$ cat config.mk
export PLATFORM = sky130hd
export DESIGN_NAME = alu_mc
export DESIGN_NICKNAME = d
export VERILOG_FILES = /design/src/rtl/alu_mc_pkg.sv /design/src/rtl/alu_mc_muldiv_iter.sv /design/src/rtl/alu_mc.sv
export SDC_FILE = /design/constraint.sdc
export NUM_CORES = 1
export LEC_CHECK = 0
export CAP_MARGIN = 20
export CELL_PAD_IN_SITES_DETAIL_PLACEMENT = 0
export CELL_PAD_IN_SITES_GLOBAL_PLACEMENT = 1
export CORE_MARGIN = 5
export CORE_UTILIZATION = 30
export CTS_CLUSTER_DIAMETER = 40
export DETAILED_ROUTE_END_ITERATION = 8
export PLACE_DENSITY_LB_ADDON = 0.2
export RECOVER_POWER = 50
export SLEW_MARGIN = 0
export SYNTH_ARGS = -nofsm -noshare
export SYNTH_HDL_FRONTEND = slang
export SYNTH_SLANG_ARGS = --single-unit
$ cat constraint.sdc
create_clock -name clk -period 8 [get_ports clk]
set_clock_uncertainty 0.1 [all_clocks]
set_input_delay 2.4 -clock clk [delete_from_list [all_inputs] [get_ports clk]]
set_output_delay 2.4 -clock clk [all_outputs]
set_load 0.02 [all_outputs]
$ cat src/rtl/alu_mc_pkg.sv
// alu_mc_pkg: shared types for the multi-cycle ALU.
//   alu_signal  : result flags (zero, overflow, negative)
//   alu_op      : full 5-bit opcode encodings (base ops op[4]=0, mul/div op[4]=1)
//   alu_base_fn : base-op function field op[3:1]
//   alu_md_fn   : mul/div function field op[2:0]
//   alu_state   : handshake FSM states
package alu_mc_pkg;

  typedef struct packed {
    logic zero;
    logic overflow;
    logic negative;
  } alu_signal;

  typedef enum logic [4:0] {
    OP_ADD    = 5'b00000,
    OP_SUB    = 5'b00001,
    OP_SLL    = 5'b00010,
    OP_SLT    = 5'b00100,
    OP_SLTU   = 5'b00110,
    OP_XOR    = 5'b01000,
    OP_SRL    = 5'b01010,
    OP_SRA    = 5'b01011,
    OP_OR     = 5'b01100,
    OP_AND    = 5'b01110,
    OP_MUL    = 5'b10000,
    OP_MULH   = 5'b10001,
    OP_MULHSU = 5'b10010,
    OP_MULHU  = 5'b10011,
    OP_DIV    = 5'b10100,
    OP_DIVU   = 5'b10101,
    OP_REM    = 5'b10110,
    OP_REMU   = 5'b10111
  } alu_op;

  typedef enum logic [2:0] {
    BASE_ADD  = 3'd0,
    BASE_SLL  = 3'd1,
    BASE_SLT  = 3'd2,
    BASE_SLTU = 3'd3,
    BASE_XOR  = 3'd4,
    BASE_SHR  = 3'd5,
    BASE_OR   = 3'd6,
    BASE_AND  = 3'd7
  } alu_base_fn;

  typedef enum logic [2:0] {
    MD_MUL    = 3'd0,
    MD_MULH   = 3'd1,
    MD_MULHSU = 3'd2,
    MD_MULHU  = 3'd3,
    MD_DIV    = 3'd4,
    MD_DIVU   = 3'd5,
    MD_REM    = 3'd6,
    MD_REMU   = 3'd7
  } alu_md_fn;

  typedef enum logic [1:0] {
    ST_IDLE = 2'd0,
    ST_BUSY = 2'd1,
    ST_DONE = 2'd2
  } alu_state;

  // Only add/sub and srl/sra give op[0] a meaning; any other base op with
  // op[0] set is an illegal encoding.
  function automatic logic base_op_legal(input alu_base_fn fn, input logic variant);
    return !variant || (fn == BASE_ADD) || (fn == BASE_SHR);
  endfunction

endpackage

$ cat src/rtl/alu_mc_muldiv_iter.sv
// muldiv_iter: iterative radix-2 multiplier/divider working on operand
// magnitudes, one bit per cycle, with the sign applied on the last step.
//   clk, reset   : clock, async active-high reset
//   flush        : abandon any operation in progress
//   start        : load operands a, b and function fn, begin iterating
//   fn           : alu_md_fn encoding (op[2:0])
//   done         : high during the final iteration cycle; result valid then
//   result       : signed/unsigned corrected product half, quotient or remainder
module muldiv_iter
  import alu_mc_pkg::*;
#(
  parameter int WORD_WIDTH = 32
) (
  input  logic                  clk,
  input  logic                  reset,
  input  logic                  flush,
  input  logic                  start,
  input  logic [2:0]            fn,
  input  logic [WORD_WIDTH-1:0] a,
  input  logic [WORD_WIDTH-1:0] b,
  output logic                  done,
  output logic [WORD_WIDTH-1:0] result
);

  localparam int W  = WORD_WIDTH;
  localparam int CW = $clog2(W) + 1;

  logic            busy;
  logic [CW-1:0]   cnt;
  logic [2*W-1:0]  acc;
  logic [W-1:0]    opnd;
  logic [W-1:0]    a_orig;
  logic            b_zero;
  logic            neg_main;
  logic            neg_rem;
  alu_md_fn        fn_q;

  alu_md_fn        start_fn;
  logic            signed_a;
  logic            signed_b;
  logic            neg_a;
  logic            neg_b;
  logic [W-1:0]    mag_a;
  logic [W-1:0]    mag_b;

  logic [2*W-1:0]  acc_step;
  logic [W:0]      mul_sum;
  logic [W:0]      div_shift;
  logic [W:0]      div_diff;
  logic [2*W-1:0]  prod_fixed;
  logic [W-1:0]    quo;
  logic [W-1:0]    rem;

  assign start_fn = alu_md_fn'(fn);

  // Operand signedness per function; magnitudes are what the iteration uses.
  always_comb begin
    signed_a = 1'b0;
    signed_b = 1'b0;
    case (start_fn)
      MD_MUL, MD_MULH, MD_DIV, MD_REM: begin
        signed_a = 1'b1;
        signed_b = 1'b1;
      end
      MD_MULHSU: signed_a = 1'b1;
      default: ;
    endcase
    neg_a = signed_a && a[W-1];
    neg_b = signed_b && b[W-1];
    mag_a = neg_a ? -a : a;
    mag_b = neg_b ? -b : b;
  end

  // One iteration. Multiply: shift-add with the multiplier in the low half.
  // Divide: restoring division with the dividend shifting out of the low half
  // and quotient bits shifting in behind it; the high half is the remainder.
  always_comb begin
    mul_sum   = {1'b0, acc[2*W-1:W]} + (acc[0] ? {1'b0, opnd} : '0);
    div_shift = {acc[2*W-1:W], acc[W-1]};
    div_diff  = div_shift - {1'b0, opnd};
    if (fn_q[2]) begin
      if (!div_diff[W]) acc_step = {div_diff[W-1:0], acc[W-2:0], 1'b1};
      else              acc_step = {div_shift[W-1:0], acc[W-2:0], 1'b0};
    end else begin
      acc_step = {mul_sum, acc[W-1:1]};
    end
  end

  // Sign fix-up applied to the final iteration's value; divide by zero is
  // defined explicitly rather than left to the iteration.
  always_comb begin
    prod_fixed = neg_main ? -acc_step : acc_step;
    quo        = acc_step[W-1:0];
    rem        = acc_step[2*W-1:W];
    case (fn_q)
      MD_MUL:                       result = prod_fixed[W-1:0];
      MD_MULH, MD_MULHSU, MD_MULHU: result = prod_fixed[2*W-1:W];
      MD_DIV, MD_DIVU:              result = b_zero ? '1 : (neg_main ? -quo : quo);
      MD_REM, MD_REMU:              result = b_zero ? a_orig : (neg_rem ? -rem : rem);
      default:                      result = '0;
    endcase
  end

  assign done = busy && (cnt == CW'(1));

  // Operand capture on start, then WORD_WIDTH iterations counted down to zero.
  always_ff @(posedge clk or posedge reset) begin
    if (reset) begin
      busy     <= 1'b0;
      cnt      <= '0;
      acc      <= '0;
      opnd     <= '0;
      a_orig   <= '0;
      b_zero   <= 1'b0;
      neg_main <= 1'b0;
      neg_rem  <= 1'b0;
      fn_q     <= MD_MUL;
    end else if (flush) begin
      busy <= 1'b0;
      cnt  <= '0;
    end else if (start) begin
      busy     <= 1'b1;
      cnt      <= CW'(W);
      fn_q     <= start_fn;
      a_orig   <= a;
      b_zero   <= (b == '0);
      neg_main <= neg_a ^ neg_b;
      neg_rem  <= neg_a;
      if (fn[2]) begin
        acc  <= {{W{1'b0}}, mag_a};
        opnd <= mag_b;
      end else begin
        acc  <= {{W{1'b0}}, mag_b};
        opnd <= mag_a;
      end
    end else if (busy) begin
      acc <= acc_step;
      cnt <= cnt - CW'(1);
      if (cnt == CW'(1)) busy <= 1'b0;
    end
  end

endmodule

$ cat src/rtl/alu_mc.sv
// alu_mc: multi-cycle ALU with valid/ready handshakes on input and output.
//   clk, reset          : clock, async active-high reset
//   flush               : synchronous kill of any in-flight or held operation
//   in_valid / in_ready : input handshake carrying a, b, op
//   out_valid/out_ready : output handshake carrying result, signal, error
//   result              : WORD_WIDTH-bit result
//   signal              : zero / overflow (add carry, sub borrow) / negative
//   error               : illegal base-op encoding
// Base ops complete in one cycle; op[4]=1 ops go through muldiv_iter.
module alu_mc
  import alu_mc_pkg::*;
#(
  parameter int WORD_WIDTH = 32,
  parameter int OP_WIDTH   = 5
) (
  input  logic                  clk,
  input  logic                  reset,
  input  logic                  flush,
  input  logic                  in_valid,
  output logic                  in_ready,
  input  logic [WORD_WIDTH-1:0] a,
  input  logic [WORD_WIDTH-1:0] b,
  input  logic [OP_WIDTH-1:0]   op,
  output logic                  out_valid,
  input  logic                  out_ready,
  output logic [WORD_WIDTH-1:0] result,
  output alu_signal             signal,
  output logic                  error
);

  localparam int W   = WORD_WIDTH;
  localparam int SHW = $clog2(W);

  alu_state     state;
  alu_state     state_next;

  logic         accept;
  logic         is_md;
  logic         md_start;
  logic         md_done;
  logic [W-1:0] md_result;
  logic         load_base;
  logic         load_md;

  alu_base_fn   base_fn;
  logic         variant;
  logic [SHW-1:0] shamt;
  logic [W:0]   sum_ext;
  logic [W:0]   diff_ext;
  logic [W-1:0] base_res;
  logic         base_ovf;
  logic         base_err;

  assign is_md     = op[4];
  assign in_ready  = !flush && ((state == ST_IDLE) || ((state == ST_DONE) && out_ready));
  assign accept    = in_valid && in_ready;
  assign md_start  = accept && is_md;
  assign load_base = accept && !is_md;
  assign load_md   = (state == ST_BUSY) && md_done && !flush;
  assign out_valid = (state == ST_DONE);

  assign base_fn  = alu_base_fn'(op[3:1]);
  assign variant  = op[0];
  assign shamt    = b[SHW-1:0];
  assign sum_ext  = {1'b0, a} + {1'b0, b};
  assign diff_ext = {1'b0, a} - {1'b0, b};

  // Single-cycle base datapath; diff_ext[W] is the unsigned borrow of a-b.
  always_comb begin
    base_res = '0;
    base_ovf = 1'b0;
    base_err = 1'b0;
    case (base_fn)
      BASE_ADD: begin
        if (variant) begin
          base_res = diff_ext[W-1:0];
          base_ovf = diff_ext[W];
        end else begin
          base_res = sum_ext[W-1:0];
          base_ovf = sum_ext[W];
        end
      end
      BASE_SLL:  base_res = a << shamt;
      BASE_SLT:  base_res = {{(W-1){1'b0}}, ($signed(a) < $signed(b))};
      BASE_SLTU: base_res = {{(W-1){1'b0}}, (a < b)};
      BASE_XOR:  base_res = a ^ b;
      BASE_SHR:  base_res = variant ? W'($signed(a) >>> shamt) : (a >> shamt);
      BASE_OR:   base_res = a | b;
      BASE_AND:  base_res = a & b;
      default:   base_res = '0;
    endcase
    if (!base_op_legal(base_fn, variant)) begin
      base_res = '0;
      base_ovf = 1'b0;
      base_err = 1'b1;
    end
  end

  muldiv_iter #(
    .WORD_WIDTH(WORD_WIDTH)
  ) u_muldiv (
    .clk    (clk),
    .reset  (reset),
    .flush  (flush),
    .start  (md_start),
    .fn     (op[2:0]),
    .a      (a),
    .b      (b),
    .done   (md_done),
    .result (md_result)
  );

  always_ff @(posedge clk or posedge reset) begin
    if (reset) state <= ST_IDLE;
    else       state <= state_next;
  end

  // Flush beats everything; a DONE with out_ready can take a new op directly.
  always_comb begin
    state_next = state;
    if (flush) begin
      state_next = ST_IDLE;
    end else begin
      case (state)
        ST_IDLE: if (accept) state_next = is_md ? ST_BUSY : ST_DONE;
        ST_BUSY: if (md_done) state_next = ST_DONE;
        ST_DONE: begin
          if (out_ready) begin
            if (accept) state_next = is_md ? ST_BUSY : ST_DONE;
            else        state_next = ST_IDLE;
          end
        end
        default: state_next = ST_IDLE;
      endcase
    end
  end

  // Output registers only change on completion, so they hold through stalls.
  always_ff @(posedge clk or posedge reset) begin
    if (reset) begin
      result <= '0;
      signal <= '0;
      error  <= 1'b0;
    end else if (load_base) begin
      result          <= base_res;
      signal.zero     <= (base_res == '0);
      signal.overflow <= base_ovf;
      signal.negative <= base_res[W-1];
      error           <= base_err;
    end else if (load_md) begin
      result          <= md_result;
      signal.zero     <= (md_result == '0);
      signal.overflow <= 1'b0;
      signal.negative <= md_result[W-1];
      error           <= 1'b0;
    end
  end

endmodule
==> results of run 1 <==
==> flip-flops by register name (all words and copies together), names as in the netlist <==
signal and count:
result 32, error 1, u_muldiv.b_zero 1, u_muldiv.a_orig 32, signal 2, u_muldiv.fn_q 3
u_muldiv.neg_main 1, state 2, u_muldiv.neg_rem 1, u_muldiv.busy 1, u_muldiv.cnt 6, u_muldiv.opnd 32
u_muldiv.acc 64
==> how the worst max path moves through the flow <==
stage,to,slack [ns],cells after the start,startpoint
after floorplan,signal[2]$_DFFE_PP0P_,0.40,22,b[2]
after global placement,signal[2]$_DFFE_PP0P_,-0.26,18,a[13]
after detailed placement,signal[2]$_DFFE_PP0P_,-0.18,19,a[13]
after CTS,signal[2]$_DFFE_PP0P_,0.34,19,a[13]
after global routing,signal[2]$_DFFE_PP0P_,0.09,18,a[13]
final,signal[2]$_DFFE_PP0P_,0.13,21,a[8]
==> metrics by stage <==
step | setup WS, ns | power (W) | area [sq um] | util
floorplan | 0.401 | 0.00630 | 27700 | -
global placement | -0.259 | 0.00929 | 31200 | 0.340
detailed placement | -0.183 | 0.00926 | 31200 | 0.340
CTS | 0.344 | 0.0102 | 31800 | 0.347
global route | 0.0876 | 0.0110 | 31700 | 0.346
finish | 0.134 | 0.0104 | 31700 | 0.346
==> power by group through the flow <==
| stage | clock network (W) | registers, W | logic [W] |
|---|---|---|---|
| final | 0.000926 | 0.00159 | 0.00790 |
| after global routing | 0.000973 | 0.00161 | 0.00837 |
| after CTS | 0.000949 | 0.00158 | 0.00771 |
| after detailed placement | 0 | 0.00159 | 0.00767 |
| after global placement | 0 | 0.00159 | 0.00770 |
| after floorplan | 0 | 0.00141 | 0.00489 |
==> cells in the final DEF (no fill, tap or decap), types with 21 or more instances in the layout <==
master / n
nand2_1: 401
nor2_1: 380
o21ai_0: 377
a21oi_1: 326
buf_4: 259
inv_1: 180
dfrtp_1: 177
ha_1: 166
xnor2_1: 144
nor3_1: 103
clkdlybuf4s50_1: 91
mux2i_1: 87
nand3_1: 82
o211ai_1: 63
mux4_2: 63
a211oi_1: 59
and2_1: 56
a31oi_1: 56
nand4_1: 51
a21o_1: 49
xor2_1: 40
nor4_1: 35
or3_1: 35
o221ai_1: 32
o22ai_1: 32
o31ai_1: 31
a221oi_1: 30
nor2b_1: 28
o21bai_1: 28
and3_1: 26
o21a_1: 25
nand2b_1: 24
mux2_2: 22
or2_2: 21
a221o_1: 21
==> worst min-delay path, cell delays in order, from the launching register on <==
cell and delay [ns]:
dfrtp_1 0.34, nand2_1 0.05, o21ai_0 0.06
==> final cells by class <==
cell class              instances  area, sq um  share of cell area
multi-input cells            3192        21400               0.674
flip-flops and latches        178         4460               0.140
repair buffers                373         3100              0.0975
well taps                    1186         1480              0.0467
inverters                     187          703              0.0222
clock buffers                  18          439              0.0138
clock inverters                14          165             0.00520
diodes                          1         2.50           0.0000788
==> routing by layer <==
metal	GRT usage	vias up
li1	-	14400
met2	0.498	1592
met1	0.428	15800
met3	0.0440	276
met4	0.106	2
met5	0	-
==> cell families after synthesis <==
kind of cell / share of synthesized area
and+or+nand+nor: 0.224
adders and majority gates: 0.0779
muxes: 0.0922
buffers and inverters: 0.0676
DFF: 0.161
xor gates and xnor gates: 0.0582
AOI/OAI and AO/OA: 0.319
==> metrics.yaml, run 1 <==
power:
  vdd_drop_max_mv: 0.152
  leakage_nw: 13.0
  power_density_nw_per_um2: 328
  switching_share: 0.587
  seqPwrFrac: 0.153
  combPwrFrac: 0.759
  power.internal_w: 0.00430
  p_sw_w: 0.00611
  p_clk_frac: 0.089
setup_path:
  crit_slowest_cell: "nor4_1"
  critPathMaxStageDelay_ns: 0.65
  crit_chain: "clkdlybuf4s50_1, buf_4, mux4_2, mux2i_1, o21ai_0, a221o_1, a21o_1, o21ai_0, buf_4, o21ai_0, a2111oi_0, buf_4, nand4_1, nor4_1, buf_4, nand4_1, nor4_1, buf_4, nand3_1, or4_1, o211ai_2"
  crit_path_end_kind: "register"
  critPathKind: "input port to register"
  crit_family: "simple AND/OR/NAND/NOR gates"
  timing.rr.start: "u_muldiv.opnd[23]$_DFFE_PP0P_"
  worstPathArrival_ns: 8.19
  ff2ff_setup_slack_ns: 0.82
  rr_worst_depth: 26
  path_buf_inv: 6
  critical_path.max_fanout: 9
  path_common_cell: "buf_4"
  setup.worst_path.start_class: "input port"
  r2r-end: "signal[2]$_DFFE_PP0P_"
  crit_required_ns: 8.32
global_route:
  grt_overflow_total: 0
  grtUsageTotal: 0.310
  grt_max_degree: 123
  grt_pass1_vias: 30300
  grt_pass1_wl_microns: 226000
  antenna_found_initial: 10
routing:
  routed.top_layer: "met5"
  ant_nets: 0
  drt_pre_antenna_iters: 6
  met3_length_microns: 11300
  wirelength_microns: 159000
  first_iter_violations: 3946
  via_count: 32100
  wl_met2_microns: 71400
  drc_errors: 0
  wl_met1_microns: 69800
  via_per_inst: 6.24
  wl_per_cell_microns: 30.9
cts:
  clk_path_buf_depth: 2
  clock_latency_ns: 0.51
  cts.clk_slew.worst_paths_ns: 0.08
  tritoncts: "done"
  cts_root_buf: "clkbuf_16"
  ctsHtreeMaxLevel: 4
  post_cts_resized: 0
  cts_setup_buffers: 0
  numCtsBuffers: 17
  hold_buffers: 0
  clkSinkCount: 178
synth:
  ys_seq_area_frac: 0.161
  synth.avg_cell_area_sq_um: 7.20
  synth_area_leaders: "dfrtp_1 (16%), ha_1 (7.5%), o21ai_0 (6.8%)"
  async_flop_share: 1.00
  synthTopCellsByCount: "nand2_1 (401), nor2_1 (381), o21ai_0 (377)"
  synth_top_area_frac: 0.161
  yosysMostFrequentCell: "nand2_1"
  synth_nets: 4087
  yosys_most_used_dff: "dfrtp_1"
  synth_edf_count: 0
  ys_ff_latch: 178
  synth_area_sq_um: 27700
  synth_top_area_cell: "dfrtp_1"
  yosys.cell_types.count: 106
  synthCells: 3843
  yosysWarnings: 0
die:
  start_util: 0.302
  die_w_microns: 314
  die_area_sq_um: 98500
  pin_count: 112
  core_sq_um: 91700
  rows: 111
  chipHeight_microns: 314
place:
  post-place-cells: 5116
  portBuffers: 111
  hpwl_microns: 129000
  gp_congestion: 1.00
hold_path:
  holdPathEnd: "u_muldiv.a_orig[20]$_DFFE_PP0P_"
  min_path_type: "register to register"
  holdPathStages: 2
  hp-start: "u_muldiv.a_orig[20]$_DFFE_PP0P_"
sta:
  fin_crit_sh: 0.983
  setup_viol: 0
  fmax_ghz: 0.127
  finalSetupTns_ns: 0
  final_max_slew_viol_count: 272
  timing.final.crit_period_ns: 7.87
  worst_slew_pin_slew_ns: 3.01
  relSlewSlack: -1.02
  hold_viol_final: 0
  finalHoldWorstSlack_ns: 0.381
  rsz0062_at_grt: "no"
status:
  violations: "max-capacitance violations, max-slew violations"
  status: "complete, but fails checks"
finish:
  drive_above_1_share: 0.118
  layout-area-overhead-vs-synth_pct: 14.7
  finalNetCount: 4193
  fill_cells: 10000
  instances_no_fill: 5149
run:
  cap_violations: 4
Power figures use the tool's default switching activity.
==> run 2, diff against run 1 <==
--- a/config.mk
+++ b/config.mk
@@ -5,10 +5,10 @@
 export SDC_FILE = /design/constraint.sdc
 export NUM_CORES = 1
 export LEC_CHECK = 0
+export ABC_AREA = 1
 export CAP_MARGIN = 20
 export CELL_PAD_IN_SITES_DETAIL_PLACEMENT = 0
 export CELL_PAD_IN_SITES_GLOBAL_PLACEMENT = 1
-export CORE_MARGIN = 5
 export CORE_UTILIZATION = 30
 export CTS_CLUSTER_DIAMETER = 40
 export DETAILED_ROUTE_END_ITERATION = 8
==> run 2 against run 1 <==
  * Largest cell class unchanged
  * The flow still finishes with violations (max-capacitance violations, max-slew violations)
  * Sequential power hardly changed
  * Synthesized cell count is 27% higher
  * Critical endpoint is now u_muldiv.acc[7]$_DFFE_PP0P_
  * Largest power group unchanged
  * Wire length is 5.1% higher
  * Final area is 2.6% lower
  * Sequential share of layout area is 0.38 points higher
==> metrics.yaml, run 2 <==
synth:
  yosys.cell_types.count: 61
  synth_nets: 5143
  synth_area_sq_um: 27700
  ys_seq_area_frac: 0.161
  synth_area_leaders: "nand2_1 (20%), dfrtp_1 (16%), inv_1 (8.4%)"
  yosysMostFrequentCell: "nand2_1"
  synthCells: 4899
  async_flop_share: 1.00
  synth_edf_count: 0
  synth_top_area_cell: "nand2_1"
  synthTopCellsByCount: "nand2_1 (1475), inv_1 (619), nor2_1 (486)"
  yosysWarnings: 0
  synth.avg_cell_area_sq_um: 5.66
  yosys_most_used_dff: "dfrtp_1"
  ys_ff_latch: 178
  synth_top_area_frac: 0.200
power:
  power_density_nw_per_um2: 367
  seqPwrFrac: 0.137
  p_sw_w: 0.00734
  vdd_drop_max_mv: 0.234
  leakage_nw: 15.4
  switching_share: 0.646
  power.internal_w: 0.00402
  combPwrFrac: 0.784
  p_clk_frac: 0.079
setup_path:
  crit_required_ns: 8.32
  worstPathArrival_ns: 7.21
  critPathKind: "input port to register"
  crit_path_end_kind: "register"
  timing.rr.start: "u_muldiv.opnd[27]$_DFFE_PP0P_"
  critPathLaunch: "flush"
  critical_path.max_fanout: 36
  path_common_cell: "nand2_1"
  critPathMaxStageDelay_ns: 0.84
  crit_chain: "dlygate4sd3_1, a211oi_1, nand2_1, nor2_1, clkinvlp_2, nand2_1, nand2_1, buf_4, inv_2, nand2_2, inv_1, nand2_1, o221ai_1"
  crit_slowest_cell: "clkinvlp_2"
  setup.worst_path.start_class: "input port"
global_route:
  grt_max_degree: 112
  grtUsageTotal: 0.351
  antenna_found_initial: 4
  grt_pass1_wl_microns: 238000
  grt_overflow_total: 0
  grt_pass1_vias: 33200
routing:
  first_iter_violations: 3863
  via_per_inst: 5.61
  wirelength_microns: 167000
  drt_pre_antenna_iters: 9
  via_count: 34400
  wl_per_cell_microns: 27.3
  drc_errors: 0
  ant_nets: 0
die:
  die_area_sq_um: 93700
  core_sq_um: 91700
  start_util: 0.303
  die_w_microns: 306
  pin_count: 112
  chipHeight_microns: 306
  rows: 111
sta:
  fmax_ghz: 0.145
  relSlewSlack: -1.10
  rsz0062_at_grt: "no"
  finalHoldWorstSlack_ns: 0.390
  fin_crit_sh: 0.862
  timing.final.crit_period_ns: 6.89
  final_max_slew_viol_count: 82
  worst_slew_pin_slew_ns: 3.15
  setup_viol: 0
  hold_viol_final: 0
  finalSetupTns_ns: 0
run:
  cap_violations: 2
cts:
  post_cts_resized: 0
  cts.clk_slew.worst_paths_ns: 0.07
  numCtsBuffers: 17
  ctsHtreeMaxLevel: 4
  tritoncts: "done"
  cts_root_buf: "clkbuf_16"
  clkSinkCount: 178
  hold_buffers: 0
  cts_setup_buffers: 0
  clock_latency_ns: 0.52
  clk_path_buf_depth: 2
finish:
  diodes: 0
  layout-area-overhead-vs-synth_pct: 11.5
  regMostFlops: "u_muldiv.acc"
  largest_reg_flops: 64
  drive_above_1_share: 0.0608
  layout_commonest_cell: "nand2_1"
  finalNetCount: 5179
  final_cell_mix: "nand2_1 (1474), inv_1 (614), nor2_1 (479), nand3_1 (405), o21ai_0 (365)"
hold_path:
  hp-start: "u_muldiv.a_orig[27]$_DFFE_PP0P_"
  min_path_type: "register to register"
place:
  gp_congestion: 1.04
  hpwl_microns: 138000
  portBuffers: 111
status:
  violations: "max-capacitance violations, max-slew violations"
  status: "complete, but fails checks"
-- run 2: cell count changes after synthesis, moves of 55 or more --
cell,previous run,this run
xnor2_1,144,13
nand2_1,401,1475
inv_1,181,619
mux4_2,63,0
nand3_1,82,405
clkbuf_1,210,144
nor2_1,381,486
and2_1,56,1
mux2i_1,87,17
-- run 2: final cells by class --
class / instances / area, sq um
multi-input cells: 3878 / 20000
inverters: 634 / 2390
well taps: 1186 / 1480
clock buffers: 18 / 429
repair buffers: 226 / 1980
clock inverters: 13 / 140
flip-flops and latches: 178 / 4460
fillers: 10600 / 60700
-- run 2: worst max-delay path, delay by kind of cell --
kind	cells	cell delay [ns]
compound gates	2	0.42
simple gates	6	1.46
buf+inv	5	2.91
-- run 2: stage by stage --
step | instance area [sq um] | setup slack [ns] | util | total power [W] | cells
4_1_cts | 30900 | 1.40 | 0.337 | 0.0112 | 6132
3_3_place_gp | 30300 | 1.04 | 0.331 | 0.0103 | 6099
5_1_grt | 30900 | 0.867 | 0.337 | 0.0121 | 6133
6_report | 30900 | 1.11 | 0.337 | 0.0114 | 6133
2_1_floorplan | 27700 | 0.670 | - | 0.00700 | 4899
3_5_place_dp | 30300 | 0.968 | 0.331 | 0.0103 | 6101
-- run 2: cell families (layout without fill, tap and decap cells) --
group | count (synthesis) | count (layout) | share of synthesized area
fa+ha+maj | 170 | 170 | 0.0778
buf+inv | 843 | 891 | 0.118
mux | 17 | 17 | 0.00614
flops | 178 | 178 | 0.161
xor+xnor | 105 | 105 | 0.0332
compound gates | 970 | 970 | 0.205
simple gates | 2616 | 2616 | 0.399
-- run 2: layer usage --
| layer | global-route usage | wire length [microns] |
|---|---|---|
| met4 | 0.255 | 13600 |
| met5 | 0 | 34 |
| met2 | 0.583 | 77400 |
| met1 | 0.417 | 65600 |
| met3 | 0.0429 | 10500 |
-- run 2: final timing paths --
kind                                                    to  slack, ns  cells past startpoint
setup reg to reg                     signal[2]$_DFFE_PP0P_       1.17                     31
hold / removal             u_muldiv.a_orig[27]$_DFFE_PP0P_       0.39                      2
max in group asynchronous     u_muldiv.acc[62]$_DFFE_PP0P_       1.92                      3
min in group asynchronous             state[1]$_DFFE_PP0P_       2.41                      2
setup / recovery               u_muldiv.acc[7]$_DFFE_PP0P_       1.11                     13
hold reg to reg            u_muldiv.a_orig[27]$_DFFE_PP0P_       0.39                      2
-- run 2: power groups by stage --
stage | sequential [W] | clock [W] | combinational, W
after floorplan | 0.00139 | 0 | 0.00561
after global placement | 0.00156 | 0 | 0.00875
after detailed placement | 0.00156 | 0 | 0.00873
after CTS | 0.00155 | 0.000913 | 0.00876
after global routing | 0.00158 | 0.000938 | 0.00961
final | 0.00156 | 0.000898 | 0.00890
